$ cat src/rtl/fp_pkg.sv
// Shared types and constants for the single-precision multiplier post-stage.
//   fp_class_t   : operand class as delivered by the unpacking stage
//   fp_flags_t   : exception flags {invalid, overflow, underflow, inexact}
//   fp_special_t : special-operand outcome decided before rounding
package fp_pkg;

    typedef enum logic [1:0] {
        ZERO   = 2'd0,
        NORMAL = 2'd1,
        INF    = 2'd2,
        NAN    = 2'd3
    } fp_class_t;

    localparam logic [31:0] FP_QNAN    = 32'h7FC00000;
    localparam int          FP_EXP_MAX = 255;
    localparam int          FP_BIAS    = 127;

    typedef struct packed {
        logic invalid;
        logic overflow;
        logic underflow;
        logic inexact;
    } fp_flags_t;

    typedef enum logic [2:0] {
        SpNone,
        SpQnan,
        SpInvalid,
        SpInf,
        SpZero
    } fp_special_t;

    // Priority matters: NaN beats inf*zero, which beats the plain inf and zero cases.
    function automatic fp_special_t fp_special(input fp_class_t a, input fp_class_t b);
        if (a == NAN || b == NAN) return SpQnan;
        if ((a == INF && b == ZERO) || (a == ZERO && b == INF)) return SpInvalid;
        if (a == INF || b == INF) return SpInf;
        if (a == ZERO || b == ZERO) return SpZero;
        return SpNone;
    endfunction

endpackage

$ cat src/rtl/fp_mul_round_pack_if.sv
// Valid/ready bundle between the multiplier core, the post-stage and writeback.
//   in_*  : raw product, sign, exponent sum and operand classes (upstream -> stage)
//   out_* : packed IEEE-754 single result and flags (stage -> downstream)
// master = driver of the inputs / consumer of results; slave = the post-stage.
interface fp_mul_round_pack_if #(
    parameter int EXP_W = 10
);
    logic             in_valid;
    logic             in_ready;
    logic             in_sign;
    logic [EXP_W-1:0] in_exp_sum;
    logic [47:0]      in_mant_prod;
    logic [1:0]       in_class_a;
    logic [1:0]       in_class_b;
    logic             out_valid;
    logic             out_ready;
    logic [31:0]      out_result;
    logic [3:0]       out_flags;

    modport master (
        output in_valid, in_sign, in_exp_sum, in_mant_prod, in_class_a, in_class_b, out_ready,
        input  in_ready, out_valid, out_result, out_flags
    );

    modport slave (
        input  in_valid, in_sign, in_exp_sum, in_mant_prod, in_class_a, in_class_b, out_ready,
        output in_ready, out_valid, out_result, out_flags
    );
endinterface

$ cat src/rtl/fp_round_rne.sv
// Round-to-nearest-even on a normalised 23-bit fraction.
//   mant, guard, sticky, exp_in : normalised fraction, guard/sticky bits, signed exponent
//   mant_out, exp_out           : rounded fraction and exponent (bumped on carry-out)
//   inexact                     : any discarded bit was non-zero
module fp_round_rne #(
    parameter int EXP_W = 10
) (
    input  logic [22:0]             mant,
    input  logic                    guard,
    input  logic                    sticky,
    input  logic signed [EXP_W-1:0] exp_in,
    output logic [22:0]             mant_out,
    output logic signed [EXP_W-1:0] exp_out,
    output logic                    inexact
);
    logic        inc;
    logic [23:0] sum;

    assign inc      = guard & (sticky | mant[0]);
    assign sum      = {1'b0, mant} + 24'(inc);
    // On carry-out the fraction wraps to zero, which is exactly the renormalised value.
    assign mant_out = sum[22:0];
    assign exp_out  = exp_in + EXP_W'(sum[23]);
    assign inexact  = guard | sticky;
endmodule

$ cat src/rtl/fp_mul_round_pack.sv
// Multiplier post-stage: normalise (stage 1), round/pack/flag (stage 2).
//   clk, reset : clock and synchronous active-high reset
//   bus        : slave side of fp_mul_round_pack_if (in_* product, out_* result/flags)
// Both stages advance together when the output register is free or being drained.
module fp_mul_round_pack
    import fp_pkg::*;
#(
    parameter int EXP_W        = 10,
    parameter bit FLUSH_DENORM = 1'b1
) (
    input  logic clk,
    input  logic reset,
    fp_mul_round_pack_if.slave bus
);
    localparam logic signed [EXP_W-1:0] ExpMax = EXP_W'(FP_EXP_MAX);
    localparam logic signed [EXP_W-1:0] ExpOne = EXP_W'(1);

    logic en;

    // Stage 1 next-state and registers.
    logic [22:0]             m_d, m_q;
    logic                    g_d, g_q;
    logic                    s_d, s_q;
    logic signed [EXP_W-1:0] e_d, e_q;
    logic                    sign_q;
    fp_special_t             sp_q;
    logic                    s1_valid_q;

    // Stage 2 rounding results and output registers.
    logic [22:0]             m_r;
    logic signed [EXP_W-1:0] e_r;
    logic                    inexact_r;
    logic [31:0]             result_d, out_result_q;
    fp_flags_t               flags_d, out_flags_q;
    logic                    out_valid_q;

    assign en           = !out_valid_q | bus.out_ready;
    assign bus.in_ready = en;

    always_comb begin
        if (bus.in_mant_prod[47]) begin
            m_d = bus.in_mant_prod[46:24];
            g_d = bus.in_mant_prod[23];
            s_d = |bus.in_mant_prod[22:0];
            e_d = $signed(bus.in_exp_sum) + ExpOne;
        end else begin
            m_d = bus.in_mant_prod[45:23];
            g_d = bus.in_mant_prod[22];
            s_d = |bus.in_mant_prod[21:0];
            e_d = $signed(bus.in_exp_sum);
        end
    end

    always_ff @(posedge clk) begin
        if (reset) begin
            s1_valid_q <= 1'b0;
        end else if (en) begin
            s1_valid_q <= bus.in_valid;
        end
    end

    always_ff @(posedge clk) begin
        if (en) begin
            m_q    <= m_d;
            g_q    <= g_d;
            s_q    <= s_d;
            e_q    <= e_d;
            sign_q <= bus.in_sign;
            sp_q   <= fp_special(fp_class_t'(bus.in_class_a), fp_class_t'(bus.in_class_b));
        end
    end

    fp_round_rne #(
        .EXP_W(EXP_W)
    ) u_round (
        .mant    (m_q),
        .guard   (g_q),
        .sticky  (s_q),
        .exp_in  (e_q),
        .mant_out(m_r),
        .exp_out (e_r),
        .inexact (inexact_r)
    );

    always_comb begin
        result_d        = {sign_q, e_r[7:0], m_r};
        flags_d         = '0;
        flags_d.inexact = inexact_r;
        unique case (sp_q)
            SpQnan: begin
                result_d = FP_QNAN;
                flags_d  = '0;
            end
            SpInvalid: begin
                result_d        = FP_QNAN;
                flags_d         = '0;
                flags_d.invalid = 1'b1;
            end
            SpInf: begin
                result_d = {sign_q, 8'hFF, 23'h0};
                flags_d  = '0;
            end
            SpZero: begin
                result_d = {sign_q, 31'h0};
                flags_d  = '0;
            end
            default: begin
                if (e_r >= ExpMax) begin
                    result_d          = {sign_q, 8'hFF, 23'h0};
                    flags_d.overflow  = 1'b1;
                    flags_d.inexact   = 1'b1;
                end else if (FLUSH_DENORM && e_r < ExpOne) begin
                    result_d          = {sign_q, 31'h0};
                    flags_d.underflow = 1'b1;
                    flags_d.inexact   = 1'b1;
                end
            end
        endcase
    end

    always_ff @(posedge clk) begin
        if (reset) begin
            out_valid_q  <= 1'b0;
            out_result_q <= '0;
            out_flags_q  <= '0;
        end else if (en) begin
            out_valid_q  <= s1_valid_q;
            out_result_q <= result_d;
            out_flags_q  <= flags_d;
        end
    end

    assign bus.out_valid  = out_valid_q;
    assign bus.out_result = out_result_q;
    assign bus.out_flags  = out_flags_q;
endmodule

$ cat src/flat_wrapper.sv
// flat-port wrapper written by rule: the top's interface ports become plain ports
module fp_mul_round_pack_flat import fp_pkg::*;
#(
    parameter int EXP_W        = 10,
    parameter bit FLUSH_DENORM = 1'b1
)
  (clk, reset, bus_in_valid, bus_in_sign, bus_in_exp_sum, bus_in_mant_prod, bus_in_class_a, bus_in_class_b, bus_out_ready, bus_in_ready, bus_out_valid, bus_out_result, bus_out_flags);
  fp_mul_round_pack_if #(.EXP_W(EXP_W)) bus_i ();
  input  logic clk;
  input  logic reset;
  input wire logic [$bits(bus_i.in_valid)-1:0] bus_in_valid;
  input wire logic [$bits(bus_i.in_sign)-1:0] bus_in_sign;
  input wire logic [$bits(bus_i.in_exp_sum)-1:0] bus_in_exp_sum;
  input wire logic [$bits(bus_i.in_mant_prod)-1:0] bus_in_mant_prod;
  input wire logic [$bits(bus_i.in_class_a)-1:0] bus_in_class_a;
  input wire logic [$bits(bus_i.in_class_b)-1:0] bus_in_class_b;
  input wire logic [$bits(bus_i.out_ready)-1:0] bus_out_ready;
  output wire logic [$bits(bus_i.in_ready)-1:0] bus_in_ready;
  output wire logic [$bits(bus_i.out_valid)-1:0] bus_out_valid;
  output wire logic [$bits(bus_i.out_result)-1:0] bus_out_result;
  output wire logic [$bits(bus_i.out_flags)-1:0] bus_out_flags;
  assign bus_i.in_valid = bus_in_valid;
  assign bus_i.in_sign = bus_in_sign;
  assign bus_i.in_exp_sum = bus_in_exp_sum;
  assign bus_i.in_mant_prod = bus_in_mant_prod;
  assign bus_i.in_class_a = bus_in_class_a;
  assign bus_i.in_class_b = bus_in_class_b;
  assign bus_i.out_ready = bus_out_ready;
  assign bus_in_ready = bus_i.in_ready;
  assign bus_out_valid = bus_i.out_valid;
  assign bus_out_result = bus_i.out_result;
  assign bus_out_flags = bus_i.out_flags;
  fp_mul_round_pack #(.EXP_W(EXP_W), .FLUSH_DENORM(FLUSH_DENORM)) u_core (.clk(clk), .reset(reset), .bus(bus_i));
endmodule
$ cat config.mk
export PLATFORM = sky130hd
export DESIGN_NAME = fp_mul_round_pack_flat
export DESIGN_NICKNAME = d
export VERILOG_FILES = /design/src/rtl/fp_pkg.sv /design/src/rtl/fp_mul_round_pack_if.sv /design/src/rtl/fp_round_rne.sv /design/src/rtl/fp_mul_round_pack.sv /design/src/flat_wrapper.sv
export SDC_FILE = /design/constraint.sdc
export NUM_CORES = 1
export LEC_CHECK = 0
export CAP_MARGIN = 10
export CORE_UTILIZATION = 40
export DETAILED_ROUTE_END_ITERATION = 16
export GPL_TIMING_DRIVEN = 0
export PLACE_DENSITY = 0.79
export REMOVE_ABC_BUFFERS = 1
export SLEW_MARGIN = 20
export SYNTH_ARGS = -nofsm -noshare
export SYNTH_HDL_FRONTEND = slang
export SYNTH_HIERARCHICAL = 1
export SYNTH_SLANG_ARGS = --single-unit
$ cat constraint.sdc
create_clock -name clk -period 3.7 [get_ports clk]
set_input_delay 0.37 -clock clk [delete_from_list [all_inputs] [get_ports clk]]
set_output_delay 0.37 -clock clk [all_outputs]
set_load 0.02 [all_outputs]
==> results.tsv <==
stage	metric	value	unit
clocking	CTS Hold Bufs	0	
setup_path	dominant delay contributor by cell family on the critical path	simple AND/OR/NAND/NOR gates	
yosys	number of synthesized register bits	77	
yosys	sequential fraction of the synthesis area	51.7	%
final_layout	antenna cell count	0	
die	DIE WIDTH	98.6	microns
route	Routed Antenna Nets	0	
global_routing	Most Crowded Layer GR	met2	
die	Die Span Y	98.6	microns
yosys	Post-Syn Instances	330	
yosys	Area contributors post-synth	edfxtp_1 31%, dfxtp_1 20%, mux2_2 7.5%	
setup_path	Crit path largest cell delay	0.50	ns
setup_path	Worst setup startpoint	u_core/m_q[0]$_DFFE_PP_	
setup_path	critical-path cell list	o21a_1, ha_2, nand3_4, nor4_4, and4_4, ha_2, and3_4, nand3_1, xnor2_2, or4_4, o41ai_4, buf_6, nor3_4, buf_12, a22o_1	
clocking	Max clock buf depth	2	
yosys	Async SR Flop Fraction	0	%
die	# rows	34	
sta	Worst Skew	0.0133	ns
sta	slew margin rel.	51.1	%
sta	final setup fails	0	
yosys	Synth top area share	31.4	%
placement	Detailed Place HPWL	6320	microns
setup_path	critical path peak fanout	11	
global_routing	met2 global-route usage	33.7	%
global_routing	Global Route Usage Sum	18.1	%
clocking	CTS tree	done	
final_layout	layout cells sized above 1	16.9	%
route	via count	2971	
yosys	most frequent cell after synthesis	edfxtp_1	
hold_path	class of the worst hold path	register to register	
flow_run	Max Cap Viol	0	
setup_path	R2R setup slack	0.11	ns
pwr	Lkg Pwr	1.90	nW
setup_path	WP buf/inv	2	
global_routing	number of global-route vias before repair	2929	
setup_path	Reg2Reg Depth	15	
global_routing	initial antenna violation count	0	
sta	Final Hold Fails	0	
route	drt wl/cell	16.1	microns
global_routing	M3 GR Usage	2.98	%
yosys	synth cell count leaders	39 x edfxtp_1, 38 x dfxtp_1, 26 x xnor2_1, 25 x mux2_2, 22 x a22o_1	
sta	fin worst setup slack	0.106	ns
route	post-DR vias/cell	5.33	
setup_path	Crit Reg-Reg Endpoint	u_core/bus.out_result[4]$_SDFFE_PP0P_	
clocking	Num CTS Buffers	9	
pwr	Final Total Pwr	2.01	mW
setup_path	Worst setup EP type	register	
placement	Inst Count DP	532	
die	core area	8890	sq um
die	Die ar.	9730	sq um
final_layout	Reg area	1930	sq um
setup_path	WS Path Type	register to register	
clocking	CTS Root Cell	clkbuf_8	
clocking	Reg clk slew, reported paths	0.08	ns
route	drt initial violations	106	
clocking	Worst-Skew Late Latency	0.35	ns
final_layout	fin cells	557	
yosys	Syn Area/Cell	11.3	sq um
route	drc violations	0	
yosys	unique cell type count in the Yosys netlist	47	
setup_path	Worst EP required	3.94	ns
final_layout	final core utilization	59.4	%
yosys	EDFF count, synth	39	
final_layout	Layout area overhead	41.3	%
global_routing	global-route wire length before repair	13600	microns
pwr	Power Density	381	nW/um^2
setup_path	CP max-delay cell	or4_4	
clocking	H-Tree Depth	3	
pwr	maximum VDD drop	0.169	mV
die	IO Pins	105	
final_layout	Nets	516	
route	DR pass1 iterations	4	
sta	Final period util	97.1	%
yosys	cell area after synthesis	3730	sq um
sta	fmax	0.278	GHz
setup_path	Setup crit end	u_core/bus.out_result[4]$_SDFFE_PP0P_	
global_routing	largest net degree at the start of global routing	32	
placement	port buffer count	104	
setup_path	Crit path depth	15	
final_layout	final-layout fill cell count	742	
setup_path	most frequent CP cell	ha_2	
yosys	Synth warnings	6	
global_routing	global routing usage on met1	20.4	%
global_routing	residual overflow from global routing	0	
final_layout	multi-input logic area	1840	sq um
die	Initial Util	42.0	%
setup_path	Critical Path Start Type	register	
placement	gpl congestion	0.833	
setup_path	crit path DAT	3.83	ns
yosys	Yosys top cell by area	edfxtp_1	
sta	Final min period	3.59	ns
route	wirelength, routed	8970	microns
yosys	Most used DFF post-synth	edfxtp_1	
sta	max-slew violation count	0	
sta	worst slew pin tran	0.732	ns
placement	Place WS	-0.184	ns
run_status	status	completed	
setup_path	Reg-to-Reg Start	u_core/m_q[0]$_DFFE_PP_	
clocking	clock sinks	77	
## state kept, by name, indices dropped and copies added, names as in the netlist
register / count
u_core/bus.out_result: 32
u_core/m_q: 23
u_core/e_q: 10
u_core/bus.out_flags: 4
u_core/sp_q: 3
u_core/bus.out_valid: 1
u_core/g_q: 1
u_core/s1_valid_q: 1
u_core/s_q: 1
u_core/sign_q: 1
## stage by stage
step / instance area, sq um / hold WS [ns] / TNS [ns]
final: 5280 / 0.465 / 0
after global placement: 4850 / 0.438 / -21.31
after detailed placement: 4890 / 0.453 / -3.88
after CTS: 5120 / 0.468 / 0
after global routing: 5280 / 0.490 / -0.391
after floorplan: 3680 / 0.426 / 0
## worst register-to-register path, stage by stage, from the launching register on
cell and delay, ns:
edfxtp_1 0.36, o21a_1 0.12, ha_2 0.22, nand3_4 0.11, nor4_4 0.28, and4_4 0.28, ha_2 0.21, and3_4 0.20
nand3_1 0.12, xnor2_2 0.18, or4_4 0.50, o41ai_4 0.30, buf_6 0.18, nor3_4 0.05, buf_12 0.18, a22o_1 0.18
## layout by cell type (no fill, tap or decap), types with 2 or more instances in the layout
cell type / netlist / layout
edfxtp_1: 39 / 39
or2_2: 2 / 2
inv_1: 5 / 4
nor3_1: 6 / 6
buf_4: 0 / 6
nor4_1: 6 / 5
o21ai_0: 11 / 11
and3_1: 5 / 4
a22o_1: 22 / 22
nor4_4: 1 / 2
a211oi_1: 3 / 3
dfxtp_1: 38 / 38
mux2_2: 25 / 25
xnor2_1: 26 / 24
clkbuf_8: 0 / 11
nand2_1: 21 / 21
clkdlybuf4s50_1: 0 / 103
xor2_1: 13 / 13
and4_1: 3 / 2
o21a_1: 4 / 4
or3_1: 3 / 3
xnor2_2: 0 / 2
or2_1: 2 / 2
nand4_1: 9 / 9
nor2_1: 17 / 16
a21oi_1: 11 / 11
ha_1: 5 / 2
nor3_4: 0 / 2
nand3_1: 21 / 20
a22oi_1: 2 / 2
ha_2: 0 / 3
clkinvlp_4: 0 / 2
## report_power, final
part	total, mW	switching [mW]	internal (mW)
logic	0.339	0.153	0.186
clock network	0.657	0.309	0.348
registers	1.01	0.0507	0.962
## per-layer routing
layer,wire length [microns],vias up
met3,301,8
met1,3760,1409
met4,114,0
li1,-,1471
met5,0,-
met2,4790,83
## cell families (layout without fill, tap and decap cells)
logic type      count (synthesis)  count (layout)  share of synthesized area [%]
mux                            25              25                           7.54
xor+xnor                       39              39                           9.15
buf+inv                        17             135                           2.14
fa+ha+maj                       5               5                           1.68
compound gates                 62              62                           12.4
flops                          77              77                           51.7
simple gates                  105             106                           15.4
## how the worst min path moves through the flow
| stage | startpoint | endpoint | slack [ns] | depth (start not counted) |
|---|---|---|---|---|
| 3_3_place_gp | u_core/bus.out_flags[0]$_SDFFE_PP0P_ | u_core/bus.out_flags[0]$_SDFFE_PP0P_ | 0.44 | 2 |
| 6_report | u_core/s1_valid_q$_SDFFE_PP0P_ | u_core/s1_valid_q$_SDFFE_PP0P_ | 0.46 | 2 |
| 2_1_floorplan | u_core/s1_valid_q$_SDFFE_PP0P_ | u_core/s1_valid_q$_SDFFE_PP0P_ | 0.43 | 2 |
| 4_1_cts | u_core/s1_valid_q$_SDFFE_PP0P_ | u_core/s1_valid_q$_SDFFE_PP0P_ | 0.47 | 2 |
| 5_1_grt | u_core/bus.out_result[14]$_SDFFE_PP0P_ | u_core/bus.out_result[14]$_SDFFE_PP0P_ | 0.49 | 1 |
| 3_5_place_dp | u_core/s1_valid_q$_SDFFE_PP0P_ | u_core/s1_valid_q$_SDFFE_PP0P_ | 0.45 | 2 |
## layout make-up
class / instances / share of cell area [%]
Sequential cell: 77 / 36.6
Multi-Input combinational cell: 237 / 34.8
Timing Repair Buffer: 113 / 21.6
Clock buffer: 11 / 2.87
Tap cell: 108 / 2.56
Clock inverter: 5 / 1.11
Inverter: 6 / 0.427
## repair_timing
action / CTS / global route
gates cloned: 0 / 1
resized for setup: 2 / 15
endpoints found under the setup margin: 32 / 34
buffers inserted: 1 / 7
pin swaps: 2 / 5
Note: power is estimated with default switching activity, not from simulation.
